[config.mk]
export PLATFORM = sky130hd
export DESIGN_NAME = pc_fetch_unit
export DESIGN_NICKNAME = d
export VERILOG_FILES = /design/src/rtl/pc_fetch_unit_pkg.sv /design/src/rtl/pc_fetch_unit_pc_reg.sv /design/src/rtl/pc_fetch_unit.sv
export SDC_FILE = /design/constraint.sdc
export NUM_CORES = 1
export LEC_CHECK = 0
export ABC_AREA = 1
export BUFFER_PORTS_ARGS = -buffer_cell sky130_fd_sc_hd__buf_2
export CORE_MARGIN = 1.5
export CORE_UTILIZATION = 30
export CTS_CLUSTER_SIZE = 8
export DETAILED_ROUTE_END_ITERATION = 10
export GPL_TIMING_DRIVEN = 0
export HOLD_SLACK_MARGIN = 0.1
export SLEW_MARGIN = 5
export SYNTH_ARGS = -nofsm -noshare
export SYNTH_HDL_FRONTEND = slang
export SYNTH_SLANG_ARGS = --single-unit
[constraint.sdc]
create_clock -name clk -period 3.5 [get_ports clk]
set_clock_uncertainty 0.2 [all_clocks]
set_input_delay 0.175 -clock clk [delete_from_list [all_inputs] [get_ports clk]]
set_output_delay 0.175 -clock clk [all_outputs]
set_load 0.005 [all_outputs]
[src/rtl/pc_fetch_unit_pkg.sv]
// Shared constants and types for the program-counter / fetch sequencer.
package pc_fetch_unit_pkg;

    localparam int INSTR_W = 32;
    localparam int ADDR_W  = 32;

    localparam logic [ADDR_W-1:0] RESET_PC_DEFAULT = 32'h0000_0000;

    // Fetch sequencer states.
    typedef enum logic [1:0] {
        FETCH = 2'd0,
        VALID = 2'd1,
        HALT  = 2'd2
    } fetch_state_e;

    // Next-PC select for the PC register.
    typedef enum logic [1:0] {
        PC_HOLD = 2'd0,
        PC_LOAD = 2'd1,
        PC_INC  = 2'd2
    } pc_sel_e;

endpackage

[src/rtl/pc_fetch_unit_pc_reg.sv]
// Program-counter register: async reset to RESET_PC, then load / increment / hold.
module pc_fetch_unit_pc_reg
    import pc_fetch_unit_pkg::*;
#(
    parameter logic [ADDR_W-1:0] RESET_PC = RESET_PC_DEFAULT,
    parameter logic [ADDR_W-1:0] PC_STEP  = 32'd1
) (
    input  logic              clk,
    input  logic              rst,
    input  pc_sel_e           sel_i,
    input  logic [ADDR_W-1:0] load_i,
    output logic [ADDR_W-1:0] pc_o
);

    logic [ADDR_W-1:0] pc_q;
    logic [ADDR_W-1:0] pc_d;

    // Select the next PC; the increment wraps modulo 2^32.
    always_comb begin
        pc_d = pc_q;
        case (sel_i)
            PC_LOAD: pc_d = load_i;
            PC_INC:  pc_d = pc_q + PC_STEP;
            default: pc_d = pc_q;
        endcase
    end

    // PC state register.
    always_ff @(posedge clk or posedge rst) begin
        if (rst) begin
            pc_q <= RESET_PC;
        end else begin
            pc_q <= pc_d;
        end
    end

    assign pc_o = pc_q;

endmodule

[src/rtl/pc_fetch_unit.sv]
// PC register plus instruction-fetch sequencer: issues word reads over
// req/ready and presents the fetched word and its PC to decode over valid/ready.
module pc_fetch_unit
    import pc_fetch_unit_pkg::*;
#(
    parameter logic [ADDR_W-1:0] RESET_PC = RESET_PC_DEFAULT,
    parameter logic [ADDR_W-1:0] PC_STEP  = 32'd1
) (
    input  logic               clk,
    input  logic               rst,
    input  logic [ADDR_W-1:0]  addr_in,
    input  logic               redirect,
    input  logic               halt_in,
    output logic               imem_req,
    output logic [ADDR_W-1:0]  imem_addr,
    input  logic               imem_ready,
    input  logic [INSTR_W-1:0] imem_rdata,
    output logic               instr_valid,
    input  logic               dec_ready,
    output logic [INSTR_W-1:0] instr_out,
    output logic [ADDR_W-1:0]  instr_pc,
    output logic [ADDR_W-1:0]  pc_plus,
    output logic               halted
);

    fetch_state_e       state_q, state_d;
    logic               req_q, req_d;
    logic [INSTR_W-1:0] instr_q, instr_d;
    logic [ADDR_W-1:0]  ipc_q, ipc_d;
    logic [ADDR_W-1:0]  plus_q, plus_d;
    pc_sel_e            pc_sel;
    logic [ADDR_W-1:0]  pc;

    pc_fetch_unit_pc_reg #(
        .RESET_PC (RESET_PC),
        .PC_STEP  (PC_STEP)
    ) u_pc_reg (
        .clk    (clk),
        .rst    (rst),
        .sel_i  (pc_sel),
        .load_i (addr_in),
        .pc_o   (pc)
    );

    // Next-state logic: halt beats redirect, redirect beats normal progress.
    always_comb begin
        state_d = state_q;
        req_d   = req_q;
        instr_d = instr_q;
        ipc_d   = ipc_q;
        plus_d  = plus_q;
        pc_sel  = PC_HOLD;

        if (state_q == HALT) begin
            // Frozen until reset.
            req_d = 1'b0;
        end else if (halt_in) begin
            // Any presented instruction is dropped; the PC is not touched.
            state_d = HALT;
            req_d   = 1'b0;
        end else if (redirect) begin
            // Same-cycle read data is discarded; the next request uses addr_in.
            pc_sel  = PC_LOAD;
            state_d = FETCH;
            req_d   = 1'b1;
        end else begin
            case (state_q)
                FETCH: begin
                    // Data is only accepted against an outstanding request.
                    if (req_q && imem_ready) begin
                        instr_d = imem_rdata;
                        ipc_d   = pc;
                        plus_d  = pc + PC_STEP;
                        state_d = VALID;
                        req_d   = 1'b0;
                    end else begin
                        req_d = 1'b1;
                    end
                end
                VALID: begin
                    req_d = 1'b0;
                    if (dec_ready) begin
                        pc_sel  = PC_INC;
                        state_d = FETCH;
                        req_d   = 1'b1;
                    end
                end
                default: begin
                    state_d = FETCH;
                    req_d   = 1'b0;
                end
            endcase
        end
    end

    // Sequencer state, request flag and the decode-side instruction latch.
    always_ff @(posedge clk or posedge rst) begin
        if (rst) begin
            state_q <= FETCH;
            req_q   <= 1'b0;
            instr_q <= '0;
            ipc_q   <= '0;
            plus_q  <= '0;
        end else begin
            state_q <= state_d;
            req_q   <= req_d;
            instr_q <= instr_d;
            ipc_q   <= ipc_d;
            plus_q  <= plus_d;
        end
    end

    assign imem_req    = req_q;
    assign imem_addr   = pc;
    assign instr_valid = (state_q == VALID);
    assign halted      = (state_q == HALT);
    assign instr_out   = instr_q;
    assign instr_pc    = ipc_q;
    assign pc_plus     = plus_q;

endmodule

==> impl_metrics.tcl, run 1 <==
set metrics [dict create \
    required_ns 3.66 \
    max_freq_mhz 401.2 \
    synth-seq-cells 131 \
    num_vias 6228 \
    period_minus_slack_ns 2.492 \
    num_io_pins 201 \
    wire_per_inst_um 15.50 \
    port_buffers 200 \
    worstSetupStartpointType "input port" \
    drv_slew 0 \
    yosys_most_used_dff "dfrtp_1" \
    grt_pass1_vias 6143 \
    synth.distinct_cells 26 \
    core_area_um2 20300 \
    netlist.top_cell.by_area "dfrtp_1" \
    diodes 0 \
    finalSetupTns_ns 0 \
    relSlewSlack_pct 52.84 \
    synth-seq-area-share_pct 52.56 \
    cap_violations 0 \
    rows 52 \
    peakVddDrop_uv 285.5 \
    drtIter0Drc 340 \
    synth_fp_nets 895 \
    status "finished, final reports clean" \
    cts_tree "done" \
    synth_area_um2 6237 \
    cts_sinks 131 \
    highest_layer "met4" \
    dieArea_um2 21660 \
    grtUsageTotal_pct 20.53 \
    setup.worst_path.end_class "flop" \
    fin_ws_ns 1.008 \
    syn2layout_area_growth_pct 42.13 \
    gp_congestion 0.8860 \
    critPathMaxFanout 10 \
    synth_area_leaders "dfrtp_1 53%, nand2_1 23%, nor2_1 5.5%" \
    async_flop_share_pct 100.0 \
    die_y_um 147.2 \
    cts_resized 0 \
    drt-total-wl_um 21670 \
    met2_length_um 9976 \
    drt_pass1_iterations 5 \
    clockRootBuffer "clkbuf_16" \
    pwr_density_cell_nw_per_um2 414.5 \
    wl_met3_um 1327 \
    vias_per_cell 4.455 \
    m1WireLength_um 10050 \
    fin_crit_sh_pct 71.21 \
    cts_htree_levels 4 \
    cts_buffers 17 \
    place_ws_ns 1.045 \
    start_util_pct 30.73 \
    reg2reg_depth 10 \
    synthTopCellsByCount "375 x nand2_1, 131 x dfrtp_1, 92 x nor2_1" \
    leakage_nw 4.799 \
    fin_nets 1187 \
    finalSetupViolCount 0 \
    drc 0 \
    synth_edf_count 0 \
    syn_inst 823 \
    synth.most_common_cell "nand2_1" \
    netlist.area_leader.share_pct 52.56 \
    rrSetupSlack_ns 1.02 \
    ys_warn_count 0 \
    arrival_ns 2.65 \
    postCtsSetupBuffers 0 \
    drive_gt1_share_pct 23.58 \
    cts_buffer_depth 2 \
    grt_pass1_wl_um 33710 \
    dpl.hpwl_um 15840 \
    clk_latency_ns 0.42 \
    antenna_found_initial 0 \
    gr-total-overflow 0 \
    tightest_slew_ns 0.7059 \
    finalPower_w 0.003675 \
    hold_class "in2async" \
    die_x_um 147.2 \
    syn-mean-instance-area_um2 7.579 \
    grt_setup_unrepaired "no" \
    grt_max_degree 37 \
    detail-route-antenna-nets 0 \
    crit_type "in2reg" \
    path_clk_slew_ns 0.06 \
    final_hold_viol_count 0 \
]
## placed cells by master (no fill, tap or decap), types with 2 or more instances in the layout
cell type,n
buf_4,4
nor2_4,7
dfrtp_1,131
a21oi_1,8
dlygate4sd3_1,70
nand2_4,2
nor2_1,92
clkinvlp_4,2
clkbuf_1,25
clkbuf_8,2
o21ai_0,46
clkinv_2,7
nand2_1,375
o21ai_1,4
o21a_1,5
clkinv_4,2
buf_12,3
xor2_1,9
ha_1,2
clkbuf_16,17
o22ai_1,6
nand3_1,38
buf_2,208
nor2_2,6
nand2_2,3
inv_1,47
## registers in the layout, indices dropped and copies added, names as in the netlist
| name | flops |
|---|---|
| instr_pc | 32 |
| pc_plus | 32 |
| u_pc_reg.pc_o | 32 |
| imem_req | 1 |
| instr_out | 32 |
| state_q | 2 |
## through the flow
step	cell area (um^2)	hold slack, ns	instances	utilization, %
final	8865	0.2118	1398	43.67
after global routing	8865	0.2732	1398	43.67
after CTS	8865	0.2336	1398	43.67
after detailed placement	7640	0.1357	1296	37.64
after global placement	7580	0.1672	1293	37.34
after floorplan	6241	0.07064	823	-
## critical path, cell delays in order
cell	delay, ns
dlygate4sd3_1	0.54
buf_2	0.14
nor2_1	0.16
nand4_2	0.37
buf_2	0.34
buf_2	0.24
o41ai_1	0.09
dlygate4sd3_1	0.58
## cell type report
cell class	count	area (um^2)
fillers	2105	11430
flip-flops and latches	131	3278
multi-input cells	609	2623
repair buffers	273	1762
clock buffers	22	464.2
well taps	270	337.8
inverters	49	187.7
plain buffers	34	152.6
clock inverters	10	60.06
## worst paths after layout
| kind | startpoint | to |
|---|---|---|
| min in group clk | pc_plus[28] | pc_plus[28] |
| worst max register to register | state_q[1] | u_pc_reg.pc_o[3] |
| worst min register to register | pc_plus[28] | pc_plus[28] |
| worst min-delay path | rst | instr_out[30] |
| worst max-delay path | redirect | state_q[0] |
| max in group asynchronous | rst | pc_plus[28] |
## layer usage
| metal | vias to the layer above | track usage (%) |
|---|---|---|
| li1 | 3144 | - |
| met1 | 2872 | 27.15 |
| met2 | 192 | 33.29 |
| met3 | 20 | 4.969 |
| met4 | 0 | 6.200 |
| met5 | - | 0 |
## power breakdown
part | total, W | switching, W | internal [W]
clock network | 0.00161 | 0.000678 | 0.000935
logic | 0.000414 | 0.000227 | 0.000187
registers | 0.00165 | 0.0000791 | 0.00157
total | 0.00367 | 0.000984 | 0.00269
## cell families after synthesis
family / count (synthesis) / share of synthesized area (%)
compound gates: 72 / 6.259
xor+xnor: 10 / 1.404
simple gates: 525 / 33.98
fa+ha+maj: 2 / 0.4011
buf+inv: 83 / 5.396
flops: 131 / 52.56
## timing repair
item,CTS,global route
hold buffers,70,0
hold endpoints to repair,94,0
endpoints found under the setup margin,0,0
No activity file was read; power rests on OpenSTA's default activity.
==> inputs of run 2 (changes only) <==
==> constraint.sdc (replaced) <==
create_clock -name clk -period 2.6 [get_ports clk]
set_clock_uncertainty 0.2 [all_clocks]
set_input_delay 0.13 -clock clk [delete_from_list [all_inputs] [get_ports clk]]
set_output_delay 0.13 -clock clk [all_outputs]
set_load 0.005 [all_outputs]
==> run 2 against run 1 <==
Net effect:
- worst hold slack got worse by 0.044 ns
- global-route usage unchanged
- non-clock buffer count unchanged
- register-to-register slack got worse by 0.86 ns
- design area about the same
- power increased by 35%
- critical endpoint unchanged
- critical path depth unchanged
- clock power increased by 35%
- sequential power increased by 35%
- via count increased by 0.61%
- cell count unchanged
==> impl_metrics.tcl, run 2 (same netlist as run 1, synthesis figures left out) <==
set metrics [dict create \
    clockRootBuffer "clkbuf_16" \
    cts_buffers 17 \
    vias_per_cell 4.482 \
    setup.worst_path.end_class "flop" \
    port_buffers 200 \
    crit_type "in2reg" \
    drv_slew 0 \
    wire_per_inst_um 15.53 \
    multi_input_comb_area_um2 2623 \
    drc 0 \
    fin_ws_ns 0.1559 \
    cap_violations 0 \
    hold_class "in2async" \
    critPathMaxFanout 10 \
    fin_crit_sh_pct 94.00 \
    diodes 0 \
    antenna_found_initial 0 \
    max_freq_mhz 409.1 \
    drive_gt1_share_pct 23.67 \
    final_cells 1398 \
    core_area_um2 20300 \
    seqCellArea_um2 3278 \
    rows 52 \
    final_hold_viol_count 0 \
    peakVddDrop_uv 383.4 \
    grtUsageTotal_pct 20.53 \
    layout_commonest_cell "nand2_1" \
    pwr_density_cell_nw_per_um2 558.0 \
    hold_slack_ns 0.1675 \
    relSlewSlack_pct 52.72 \
    worstSetupStartpointType "input port" \
    die_y_um 147.2 \
    cts_tree "done" \
    drt-total-wl_um 21710 \
    grt_pass1_vias 6143 \
    grt_max_degree 37 \
    fill_cells 2106 \
    leakage_nw 4.803 \
    place_ws_ns 0.1455 \
    arrival_ns 2.60 \
    gr-total-overflow 0 \
    detail-route-antenna-nets 0 \
    period_minus_slack_ns 2.444 \
    gp_congestion 0.8860 \
    start_util_pct 30.73 \
    grt_pass1_wl_um 33710 \
    syn2layout_area_growth_pct 42.15 \
    cts_buffer_depth 2 \
    finalSetupViolCount 0 \
    dpl.hpwl_um 15840 \
    cts_sinks 131 \
    layout_common_cells "375 x nand2_1, 208 x buf_2, 131 x dfrtp_1, 92 x nor2_1, 70 x dlygate4sd3_1" \
    tightest_slew_ns 0.7077 \
    dp_cells 1296 \
    post-route-util_pct 43.68 \
    drtIter0Drc 327 \
    required_ns 2.76 \
    grt_setup_unrepaired "yes" \
    clk_latency_ns 0.42 \
    dieArea_um2 21660 \
    num_vias 6266 \
    die_x_um 147.2 \
    drt_pass1_iterations 5 \
    cts_htree_levels 4 \
    fin_nets 1187 \
    num_io_pins 201 \
    path_clk_slew_ns 0.06 \
    status "finished, final reports clean" \
]
-- run 2: per-stage QoR --
step                setup TNS [ns]  power [W]  cell area, um^2
finish                           0   0.004948             8866
global route             -0.005721   0.005154             8866
CTS                              0   0.004999             8865
detailed placement               0   0.002732             7640
global placement            -43.58   0.002717             7580
floorplan                        0   0.002483             6241
-- run 2: worst max-delay path, cell delays in order --
cell and delay [ns]:
dlygate4sd3_1 0.54, buf_2 0.14, nor2_1 0.16, nand4_2 0.36, buf_2 0.34, buf_2 0.25
o41ai_1 0.09, dlygate4sd3_1 0.58
-- run 2: final timing paths --
check                                 to      startpoint  depth (start not counted)  slack, ns
min in group clk           instr_out[25]  imem_rdata[25]                          4       0.24
min reg2reg                  instr_pc[0]     instr_pc[0]                          2       0.27
max                           state_q[0]        redirect                          8       0.16
max reg2reg                   state_q[0]      state_q[1]                          6       0.16
min                        instr_out[30]             rst                          3       0.17
max in group asynchronous    pc_plus[28]             rst                          5       1.16
-- run 2: where the power goes --
part / switching, W / total [W] / internal [W]
combinational: 0.000305 / 0.000557 / 0.000252
sequential: 0.000107 / 0.00222 / 0.00211
clock: 0.000914 / 0.00217 / 0.00126
-- run 2: layer usage --
layer	vias up	global-route usage, %	wire length (um)
li1	3146	-	-
met4	0	6.200	299
met5	-	0	0
met1	2890	27.15	9908
met3	20	4.969	1469
met2	210	33.29	10030
-- run 2: area by class of cell --
class | count | area share (%)
flip-flops and latches | 131 | 36.97
multi-input cells | 609 | 29.58
repair buffers | 273 | 19.87
clock buffers | 22 | 5.236
well taps | 270 | 3.810
inverters | 49 | 2.117
plain buffers | 34 | 1.736
clock inverters | 10 | 0.6774
-- run 2: timing repair --
action / CTS / global route
setup endpoints to repair: 0 / 8
gates resized for setup: 0 / 4
endpoints found under the hold margin: 149 / 0
hold buffers: 70 / 0
buffers inserted: 0 / 0
==> inputs of run 3 (changes only) <==
--- a/config.mk
+++ b/config.mk
@@ -13,6 +13,7 @@
 export DETAILED_ROUTE_END_ITERATION = 10
 export GPL_TIMING_DRIVEN = 0
 export HOLD_SLACK_MARGIN = 0.1
+export REMOVE_ABC_BUFFERS = 1
 export SLEW_MARGIN = 5
 export SYNTH_ARGS = -nofsm -noshare
 export SYNTH_HDL_FRONTEND = slang
==> run 3 against run 2 <==
Net effect:
- worst hold slack improved by 0.041 ns
- die area unchanged
- highest routed layer unchanged
- clock power increased by 7%
- largest cell class unchanged
- largest power group is now the clock network
- critical endpoint is now u_pc_reg.pc_o[0]
==> impl_metrics.tcl, run 3 (same netlist as run 1, synthesis figures left out) <==
set metrics [dict create \
    status "finished, final reports clean" \
    relSlewSlack_pct 52.85 \
    finalSetupTns_ns 0 \
    drc 0 \
    cts_sinks 131 \
    r2r-start "state_q[0]" \
    drtIter0Drc 263 \
    worstSetupStartpointType "input port" \
    vias_per_cell 4.472 \
    layout_commonest_cell "nand2_1" \
    gr-total-overflow 0 \
    hold_class "in2async" \
    pwr_density_cell_nw_per_um2 572.9 \
    required_ns 2.70 \
    clockRootBuffer "clkbuf_16" \
    drt_pass1_iterations 5 \
    drv_slew 0 \
    die_y_um 147.2 \
    grt_max_degree 75 \
    grt_setup_unrepaired "yes" \
    num_io_pins 201 \
    syn2layout_area_growth_pct 42.15 \
    clk_latency_ns 0.42 \
    wire_per_inst_um 14.61 \
    cpMaxStageDelayCell "dlygate4sd3_1" \
    leakage_nw 4.758 \
    grt_pass1_wl_um 31500 \
    cp_top_family "buffers and inverters" \
    antenna_found_initial 0 \
    place_ws_ns -0.03570 \
    power_frac_comb_pct 10.5 \
    core_area_um2 20300 \
    start_util_pct 30.73 \
    diodes 0 \
    die_x_um 147.2 \
    cts_buffers 17 \
    dpl.hpwl_um 13050 \
    setup.worst_path.end_class "flop" \
    cp_slowest_stage_delay_ns 0.53 \
    hold_slack_ns 0.2087 \
    cts_htree_levels 4 \
    final_hold_viol_count 0 \
    cp_num_buf_inv 5 \
    grt_pass1_vias 5919 \
    peakVddDrop_uv 412.9 \
    max_freq_mhz 401.4 \
    period_minus_slack_ns 2.491 \
    seqCellArea_um2 3278 \
    detail-route-antenna-nets 0 \
    grtUsageTotal_pct 18.68 \
    gp_congestion 0.7522 \
    cts_tree "done" \
    cap_violations 0 \
    crit_path_cell_trace "dlygate4sd3_1 > buf_2 > nor2_1 > inv_1 > nor2_1 > ha_4 > buf_16 > inv_1 > nand2_1 > o21ai_0 > nand2_1 > o21ai_0" \
    fill_cells 2069 \
    reg2reg_depth 5 \
    drive_gt1_share_pct 23.88 \
    cts_buffer_depth 2 \
    dieArea_um2 21660 \
    fin_crit_sh_pct 95.82 \
    arrival_ns 2.59 \
    fin_ws_ns 0.1087 \
    crit_type "in2reg" \
    p_clk_share_pct 45.7 \
    port_buffers 200 \
    rows 52 \
    multi_input_comb_area_um2 2646 \
    drt-total-wl_um 19980 \
    fin_nets 1157 \
    path_clk_slew_ns 0.06 \
    finalSetupViolCount 0 \
    seqPwrFrac_pct 43.8 \
    p_int_w 0.003762 \
    r2r_end "state_q[0]" \
    num_vias 6113 \
    p_sw_share_pct 25.94 \
    net-switching-power_w 0.001317 \
    critical_path.startpoint "redirect" \
    tightest_slew_ns 0.7073 \
    critPathMaxFanout 28 \
    rrSetupSlack_ns 0.15 \
    layout_common_cells "375 x nand2_1, 200 x buf_2, 131 x dfrtp_1, 91 x nor2_1, 70 x dlygate4sd3_1" \
]
==> run 3: worst max-delay path by stage <==
stage,end,slack (ns),cells after the start
5_1_grt,u_pc_reg.pc_o[0],-0.06,12
2_1_floorplan,pc_plus[13],-1.31,5
6_report,u_pc_reg.pc_o[0],0.11,12
3_5_place_dp,u_pc_reg.pc_o[0],-0.04,11
4_1_cts,state_q[0],0.07,5
3_3_place_gp,pc_plus[18],-3.58,5
==> run 3: power by group through the flow <==
| stage | logic, W | clock network (W) | registers, W |
|---|---|---|---|
| 2_1_floorplan | 0.000250 | 0 | 0.00223 |
| 6_report | 0.000534 | 0.00232 | 0.00222 |
| 3_5_place_dp | 0.000458 | 0 | 0.00226 |
| 3_3_place_gp | 0.000444 | 0 | 0.00226 |
| 5_1_grt | 0.000601 | 0.00249 | 0.00224 |
| 4_1_cts | 0.000540 | 0.00241 | 0.00222 |
==> run 3: stage by stage <==
| stage | area, um^2 | total power (W) | utilization, % | instances |
|---|---|---|---|---|
| after floorplan | 6085 | 0.002482 | - | 789 |
| after global placement | 7423 | 0.002702 | 36.57 | 1259 |
| after detailed placement | 7557 | 0.002716 | 37.23 | 1264 |
| after CTS | 8835 | 0.005170 | 43.52 | 1365 |
| after global routing | 8866 | 0.005327 | 43.68 | 1367 |
| final | 8866 | 0.005079 | 43.68 | 1367 |
==> run 3: layer usage <==
| layer | part of all wire [%] | vias to the layer above | track usage (%) |
|---|---|---|---|
| li1 | - | 3078 | - |
| met1 | 47 | 2860 | 24.80 |
| met2 | 46 | 158 | 30.21 |
| met3 | 5.9 | 17 | 5.031 |
| met4 | 1.0 | 0 | 4.700 |
| met5 | 0 | - | 0 |
==> run 3: layout make-up <==
type,instances,share of cell area [%]
inverter,49,2.258
timing repair buffer,276,20.66
sequential,131,36.97
clock buffer,22,5.461
timing repair inverter,1,0.08467
multi-input combinational,609,29.85
tap,270,3.810
clock inverter,9,0.9032
==> run 3: worst register-to-register path, cell delays in order, from the launching register on <==
cell,delay [ns]
dfrtp_1,0.40
nor2_2,0.20
nand4_4,0.49
buf_12,0.39
o41ai_1,0.09
dlygate4sd3_1,0.61
==> run 3: repair_timing <==
| action | in CTS | in global routing |
|---|---|---|
| setup buffers | 0 | 1 |
| gates resized for setup | 2 | 4 |
| hold buffers | 70 | 0 |
| pin swaps | 0 | 1 |
| endpoints found under the hold margin | 140 | 0 |
| endpoints found under the setup margin | 5 | 17 |
| cloned | 0 | 1 |
